--- src/rtl/issue_pkg.sv ---
// Shared definitions for the Tomasulo issue front end.
// Latency: n/a (constants, types and pure helper functions only).
// Backpressure: n/a.
package issue_pkg;

   localparam int INSTR_W  = 16;
   localparam int OPC_W    = 4;
   localparam int REG_W    = 4;
   localparam int DATA_W   = 8;
   localparam int TAG_W    = 3;
   localparam int NREG     = 16;
   localparam int IQ_DEPTH = 4;
   localparam int RS_DEPTH = 4;

   localparam logic [OPC_W-1:0] OP_SUB = 4'b0000;
   localparam logic [OPC_W-1:0] OP_ADD = 4'b0001;
   localparam logic [OPC_W-1:0] OP_MUL = 4'b0010;
   localparam logic [OPC_W-1:0] OP_DIV = 4'b0011;
   // Memory ops are decoded elsewhere; this front end rejects them as illegal.
   localparam logic [OPC_W-1:0] OP_ST  = 4'b0100;
   localparam logic [OPC_W-1:0] OP_LD  = 4'b0101;

   typedef struct packed {
      logic [OPC_W-1:0] opcode;
      logic [REG_W-1:0] rd;
      logic [REG_W-1:0] rs1;
      logic [REG_W-1:0] rs2;
   } instr_t;

   typedef enum logic [1:0] {
      UNIT_RS1  = 2'd0,
      UNIT_RS2  = 2'd1,
      UNIT_NONE = 2'd2
   } unit_e;

   // Which reservation station an opcode goes to, or UNIT_NONE if illegal.
   function automatic unit_e op_unit(input logic [OPC_W-1:0] op);
      case (op)
         OP_SUB, OP_ADD: return UNIT_RS1;
         OP_MUL, OP_DIV: return UNIT_RS2;
         OP_ST, OP_LD:   return UNIT_NONE;
         default:        return UNIT_NONE;
      endcase
   endfunction

   // Index of the lowest set bit of a free mask (0 when the mask is empty).
   function automatic logic [1:0] lowest_free(input logic [RS_DEPTH-1:0] mask);
      logic [1:0] idx;
      idx = '0;
      for (int i = RS_DEPTH - 1; i >= 0; i--) begin
         if (mask[i]) idx = 2'(i);
      end
      return idx;
   endfunction

endpackage

--- src/rtl/issue_queue.sv ---
// Circular instruction queue with simultaneous push and pop.
// Latency: a pushed word is visible at the head on the cycle after the push edge.
// Backpressure: caller must not push when full unless it pops the same cycle.
module issue_queue
   import issue_pkg::*;
#(
   parameter int DEPTH = IQ_DEPTH,
   parameter int W     = INSTR_W
) (
   input  logic                     clk,
   input  logic                     rst,
   input  logic                     i_push,
   input  logic                     i_pop,
   input  logic [W-1:0]             i_dat,
   output logic [W-1:0]             o_head_dat,
   output logic [$clog2(DEPTH):0]   o_count,
   output logic                     o_empty,
   output logic                     o_full
);

   localparam int PTR_W = $clog2(DEPTH);
   localparam int CNT_W = PTR_W + 1;

   logic [W-1:0]     r_mem [DEPTH];
   logic [PTR_W-1:0] r_head;
   logic [PTR_W-1:0] r_tail;
   logic [CNT_W-1:0] r_count;

   // Storage write; contents need no reset because count gates visibility.
   always_ff @(posedge clk) begin
      if (i_push) r_mem[r_tail] <= i_dat;
   end

   // Pointer and occupancy update; pointers wrap naturally at DEPTH.
   always_ff @(posedge clk) begin
      if (rst) begin
         r_head  <= '0;
         r_tail  <= '0;
         r_count <= '0;
      end else begin
         if (i_push) r_tail <= r_tail + 1'b1;
         if (i_pop)  r_head <= r_head + 1'b1;
         case ({i_push, i_pop})
            2'b10:   r_count <= r_count + 1'b1;
            2'b01:   r_count <= r_count - 1'b1;
            default: r_count <= r_count;
         endcase
      end
   end

   assign o_head_dat = r_mem[r_head];
   assign o_count    = r_count;
   assign o_empty    = (r_count == '0);
   assign o_full     = (r_count == CNT_W'(DEPTH));

endmodule

--- src/rtl/issue.sv ---
// Fetch, IQ, decode, rename, ROB allocation and RS dispatch for the Tomasulo core.
// Latency: word fetched on edge N is dispatched combinationally in cycle N+1.
// Backpressure: head holds (stall) on rob_full or no free RS entry; fetch stops when IQ full.
module issue
   import issue_pkg::*;
(
   input  logic                 clk,
   input  logic                 rst,
   output logic [3:0]           imem_addr,
   input  logic [INSTR_W-1:0]   imem_data,
   output logic [REG_W-1:0]     rf_raddr_a,
   output logic [REG_W-1:0]     rf_raddr_b,
   input  logic [DATA_W-1:0]    rf_rdata_a,
   input  logic [DATA_W-1:0]    rf_rdata_b,
   output logic [TAG_W-1:0]     rob_qtag_a,
   output logic [TAG_W-1:0]     rob_qtag_b,
   input  logic                 rob_qvalid_a,
   input  logic                 rob_qvalid_b,
   input  logic [DATA_W-1:0]    rob_qvalue_a,
   input  logic [DATA_W-1:0]    rob_qvalue_b,
   input  logic [TAG_W-1:0]     rob_tail,
   input  logic                 rob_full,
   output logic                 rob_alloc,
   output logic [OPC_W-1:0]     rob_alloc_opcode,
   output logic [REG_W-1:0]     rob_alloc_dest,
   output logic [INSTR_W-1:0]   rob_alloc_instr,
   input  logic [RS_DEPTH-1:0]  rs1_free,
   input  logic [RS_DEPTH-1:0]  rs2_free,
   output logic                 rs1_wr,
   output logic                 rs2_wr,
   output logic [1:0]           rs_wr_idx,
   output logic [OPC_W-1:0]     rs_opcode,
   output logic [INSTR_W-1:0]   rs_instr,
   output logic                 rs_src1_rdy,
   output logic                 rs_src2_rdy,
   output logic [DATA_W-1:0]    rs_src1,
   output logic [DATA_W-1:0]    rs_src2,
   output logic [TAG_W-1:0]     rs_dest,
   input  logic                 commit_en,
   input  logic [TAG_W-1:0]     commit_tag,
   input  logic [REG_W-1:0]     commit_reg,
   output logic [2:0]           iq_count,
   output logic                 iq_full,
   output logic                 stall,
   output logic                 illegal_op
);

   logic [3:0]          r_pc;
   logic                r_fetch_done;
   logic [NREG-1:0]     r_reg_valid;
   logic [TAG_W-1:0]    r_reg_rename [NREG];

   logic [INSTR_W-1:0]  w_head;
   instr_t              w_hd;
   logic                w_empty;
   logic                w_full;
   unit_e               w_unit;
   logic                w_legal;
   logic [RS_DEPTH-1:0] w_free;
   logic                w_blocked;
   logic                w_issue;
   logic                w_illegal;
   logic                w_pop;
   logic                w_push;

   issue_queue #(.DEPTH(IQ_DEPTH), .W(INSTR_W)) u_iq (
      .clk        (clk),
      .rst        (rst),
      .i_push     (w_push),
      .i_pop      (w_pop),
      .i_dat      (imem_data),
      .o_head_dat (w_head),
      .o_count    (iq_count),
      .o_empty    (w_empty),
      .o_full     (w_full)
   );

   assign w_hd = w_head;

   // Decode the head and decide issue / illegal drop; all strobes are killed by rst.
   always_comb begin
      w_unit    = op_unit(w_hd.opcode);
      w_legal   = (w_unit != UNIT_NONE);
      w_free    = (w_unit == UNIT_RS2) ? rs2_free : rs1_free;
      w_blocked = rob_full || (w_free == '0);
      w_issue   = !rst && !w_empty && w_legal && !w_blocked;
      w_illegal = !rst && !w_empty && !w_legal;
      w_pop     = w_issue || w_illegal;
      // A full queue can still accept a word when the head leaves this cycle.
      w_push    = !rst && !r_fetch_done && (!w_full || w_pop);
   end

   // Resolve both sources from the pre-update rename table.
   always_comb begin
      rs_src1_rdy = 1'b1;
      rs_src1     = rf_rdata_a;
      if (!r_reg_valid[w_hd.rs1]) begin
         if (rob_qvalid_a) begin
            rs_src1 = rob_qvalue_a;
         end else begin
            rs_src1_rdy = 1'b0;
            rs_src1     = {{(DATA_W-TAG_W){1'b0}}, r_reg_rename[w_hd.rs1]};
         end
      end
      rs_src2_rdy = 1'b1;
      rs_src2     = rf_rdata_b;
      if (!r_reg_valid[w_hd.rs2]) begin
         if (rob_qvalid_b) begin
            rs_src2 = rob_qvalue_b;
         end else begin
            rs_src2_rdy = 1'b0;
            rs_src2     = {{(DATA_W-TAG_W){1'b0}}, r_reg_rename[w_hd.rs2]};
         end
      end
   end

   assign imem_addr        = r_pc;
   assign rf_raddr_a       = w_hd.rs1;
   assign rf_raddr_b       = w_hd.rs2;
   assign rob_qtag_a       = r_reg_rename[w_hd.rs1];
   assign rob_qtag_b       = r_reg_rename[w_hd.rs2];

   assign rob_alloc        = w_issue;
   assign rob_alloc_opcode = w_hd.opcode;
   assign rob_alloc_dest   = w_hd.rd;
   assign rob_alloc_instr  = w_head;

   assign rs1_wr           = w_issue && (w_unit == UNIT_RS1);
   assign rs2_wr           = w_issue && (w_unit == UNIT_RS2);
   assign rs_wr_idx        = lowest_free(w_free);
   assign rs_opcode        = w_hd.opcode;
   assign rs_instr         = w_head;
   assign rs_dest          = rob_tail;

   assign iq_full          = w_full;
   assign stall            = !rst && !w_empty && w_legal && w_blocked;
   assign illegal_op       = w_illegal;

   // Program counter: advances on every fetch and parks at 15 once it is fetched.
   always_ff @(posedge clk) begin
      if (rst) begin
         r_pc         <= '0;
         r_fetch_done <= 1'b0;
      end else if (w_push) begin
         if (r_pc == 4'd15) r_fetch_done <= 1'b1;
         else               r_pc         <= r_pc + 4'd1;
      end
   end

   // Rename table: commit marks a register valid, a same-cycle issue to it overrides.
   always_ff @(posedge clk) begin
      if (rst) begin
         r_reg_valid <= '1;
         for (int i = 0; i < NREG; i++) r_reg_rename[i] <= '0;
      end else begin
         if (commit_en && (r_reg_rename[commit_reg] == commit_tag))
            r_reg_valid[commit_reg] <= 1'b1;
         if (w_issue) begin
            r_reg_valid[w_hd.rd]  <= 1'b0;
            r_reg_rename[w_hd.rd] <= rob_tail;
         end
      end
   end

endmodule

--- config.mk ---
export PLATFORM = sky130hd
export DESIGN_NAME = issue
export DESIGN_NICKNAME = d
export VERILOG_FILES = /design/src/rtl/issue_pkg.sv /design/src/rtl/issue_queue.sv /design/src/rtl/issue.sv
export SDC_FILE = /design/constraint.sdc
export NUM_CORES = 1
export LEC_CHECK = 0
export ABC_AREA = 1
export BUFFER_PORTS_ARGS = -buffer_cell sky130_fd_sc_hd__buf_4
export CAP_MARGIN = 0
export CORE_MARGIN = 2
export CORE_UTILIZATION = 50
export DETAILED_ROUTE_END_ITERATION = 8
export HOLD_SLACK_MARGIN = 0.06
export MAX_ROUTING_LAYER = met4
export PLACE_DENSITY = 0.75
export SLEW_MARGIN = 20
export SYNTH_ARGS = -nofsm -noshare
export SYNTH_HDL_FRONTEND = slang
export SYNTH_SLANG_ARGS = --single-unit
--- constraint.sdc ---
create_clock -name clk -period 2.5 [get_ports clk]
set_input_delay 0.25 -clock clk [delete_from_list [all_inputs] [get_ports clk]]
set_output_delay 0.25 -clock clk [all_outputs]
set_load 0.1 [all_outputs]
==> results.json <==
{
  "gr-usage-all-layers": 0.314,
  "cp.required_ps": 2250,
  "final_hold_viol_count": 0,
  "grt_max_degree": 40,
  "boundaryPins": 166,
  "globalplace.congestion": 0.968,
  "violations": "setup timing",
  "grt_pass1_vias": 7641,
  "maxSlewHeadroom": 0.224,
  "synth_edf_count": 112,
  "netlist.area_leader.share": 0.423,
  "fin_cells": 1439,
  "synth_warnings": 0,
  "fill_cells": 756,
  "start_util": 0.506,
  "drc_errors": 0,
  "fin_tns_setup_ps": -50460,
  "dr.first_iter.drc_count": 1462,
  "final_max_slew_viol_count": 0,
  "yosysMostFrequentCell": "nand2_1",
  "synth.avg_cell_area_um2": 8.13,
  "antenna_found_initial": 0,
  "antenna_left": 0,
  "rrSetupSlack_ps": -320,
  "ys_seq_elements": 142,
  "port_buffers": 165,
  "cts_root_buffer": "clkbuf_16",
  "syn_inst": 978,
  "wire_per_inst_um": 20.9,
  "r2r-end": "u_iq.r_mem[2][14]",
  "cts_tree": "done",
  "finClkSkew_ps": 13.7,
  "ys_seq_area_frac": 0.499,
  "fin_crit_sh": 1.23,
  "worstMarginPinSlew_ps": 1160,
  "syn-num-nets": 1056,
  "synth_commonest_cells": "259 x nand2_1, 113 x o21ai_0, 112 x edfxtp_1, 93 x nor2_1, 88 x inv_1",
  "grt_pass1_wl_um": 39400,
  "path_class": "flip-flop to output port",
  "crit_arrival_ps": 2820,
  "synth_area_leaders": "edfxtp_1 42%, nand2_1 12%, dfxtp_1 7.6%",
  "final_nets": 1288,
  "dr.pass1.iters": 6,
  "reg2regPathDepth": 19,
  "gr-total-overflow": 0,
  "dp_hpwl_um": 16200,
  "row_count": 46,
  "wl_um": 30000,
  "setup_viol": 225,
  "crit_path_end_kind": "output port",
  "whs_endpoint": "r_reg_valid[7]",
  "fin_ws_ps": -570,
  "rsz0062_at_grt": "yes",
  "n_antenna_cell": 0,
  "hold_path_depth": 6,
  "max_cap_viol_count": 0,
  "critPathLaunchType": "flip-flop",
  "die_y_um": 130,
  "synth_area_mm2": 0.00795,
  "post-route-min-period_ps": 3070,
  "coreArea_mm2": 0.0157,
  "max_freq_ghz": 0.326,
  "hp-class": "input pin to flip-flop",
  "crit_fanout": 7,
  "cts_made_buffers": 17,
  "clk_latency_ps": 440,
  "async_flop_share": 0,
  "dp_cells": 1340,
  "vias": 8653,
  "fp.dieW_um": 130,
  "hp-start": "commit_reg[3]",
  "yosys.area.top_type": "edfxtp_1",
  "status": "finished with violations",
  "ys.flop_type": "edfxtp_1",
  "yosys.cell_types.count": 32,
  "viasPerCell": 6.01,
  "cts_sinks": 142,
  "drive_gt1_frac": 0.478,
  "area_delta_synth_final_pct": 64.0,
  "final_util": 0.829,
  "htree_levels": 4,
  "clk_pin_slew_ps": 70,
  "clockBufferDepth": 2,
  "dieArea_mm2": 0.0169
}
==> placed cells by master (no fill, tap or decap), drive strengths merged <==
| cell | Yosys | final |
|---|---|---|
| bufbuf | 0 | 2 |
| o21bai | 8 | 8 |
| a31oi | 2 | 2 |
| clkinvlp | 0 | 3 |
| inv | 91 | 99 |
| nand2 | 264 | 265 |
| buf | 70 | 272 |
| dlygate4sd3 | 0 | 17 |
| ha | 5 | 5 |
| fa | 1 | 1 |
| o22ai | 2 | 2 |
| nor2 | 95 | 95 |
| nor3 | 4 | 4 |
| xor2 | 3 | 3 |
| o21ai | 118 | 118 |
| nand3 | 47 | 47 |
| nand4 | 8 | 8 |
| clkbuf | 16 | 23 |
| clkinv | 2 | 4 |
| edfxtp | 112 | 112 |
| a21oi | 59 | 59 |
| a21boi | 2 | 2 |
| dfxtp | 30 | 30 |
| o211ai | 32 | 32 |
| bufinv | 0 | 3 |
| a32oi | 7 | 7 |
==> logic make-up (layout without fill, tap and decap cells) <==
logic type | Yosys count | in the layout | share of synthesized area
AND/OR/NAND/NOR | 418 | 419 | 0.213
AO/OA/AOI/OAI | 230 | 230 | 0.163
buffers and inverters | 179 | 423 | 0.112
flip-flops | 142 | 142 | 0.499
adder cells (fa/ha/maj) | 6 | 6 | 0.0104
XOR/XNOR | 3 | 3 | 0.00331
==> worst max path at each step <==
| stage | start | endpoint | slack (ps) | depth (start not counted) |
|---|---|---|---|---|
| 2_1_floorplan | flip-flop | rs_src2[1] | -710 | 11 |
| 3_3_place_gp | flip-flop | u_iq.o_count[2] | 10 | 17 |
| 6_report | flip-flop | rs_src1[0] | -570 | 13 |
| 5_1_grt | flip-flop | rs_src2[1] | -880 | 15 |
| 4_1_cts | flip-flop | rs_src2[2] | -300 | 13 |
| 3_5_place_dp | flip-flop | u_iq.o_count[2] | -70 | 18 |
==> timing repair <==
action                                  4_1_cts  5_1_grt
gates cloned                                  8        5
pin swaps                                    22       53
gates resized for setup                     199      244
endpoints found under the hold margin        69        0
hold buffers                                 17        0
endpoints found under the setup margin       46      217
setup buffers                                24       13
==> critical path: stages, from the launching register on <==
cell	delay [ps]
dfxtp_4	370
buf_12	120
nand2_1	150
nand3_4	190
nand2_4	100
o21ai_0	280
o21ai_1	120
o211ai_1	290
nand2_2	160
buf_12	180
inv_8	60
nor2_2	40
a21oi_4	130
buf_12	190
==> sequential cells by signal, indices dropped and copies added (netlist names), named ones only <==
name          flops
u_iq.r_head       2
u_iq.r_mem       64
r_reg_valid      16
u_iq.r_tail       2
imem_addr         4
r_reg_rename     48
u_iq.o_count      3
r_fetch_done      1
==> cell type report <==
type	count	area (µm²)	share of cell area
multi-input combinational	658	4600	0.353
tap	216	270	0.0207
sequential	142	3980	0.306
clock inverter	14	179	0.0137
timing repair buffer	296	3180	0.244
inverter	93	378	0.0290
timing repair inverter	2	13.8	0.00106
clock buffer	18	429	0.0329
==> per-layer routing <==
metal	up-vias	track usage	share of wire	wire, µm
li1	3743	-	-	-
met1	4034	0.375	0.34	10300
met2	681	0.508	0.48	14500
met3	195	0.0705	0.12	3470
met4	0	0.146	0.058	1750
met5	-	-	0	0
==> per-stage QoR <==
step	worst slack, ps	cell area [µm²]	hold WS (ps)
3_5_place_dp	-69.3	10200	454
2_1_floorplan	-713	8600	349
3_3_place_gp	12.3	10200	451
5_1_grt	-878	13000	421
4_1_cts	-304	12000	315
6_report	-570	13000	384
Power is left out: the tool's default activity adds up to more than one toggle a clock period on the data nets, which glitch-free logic cannot reach.
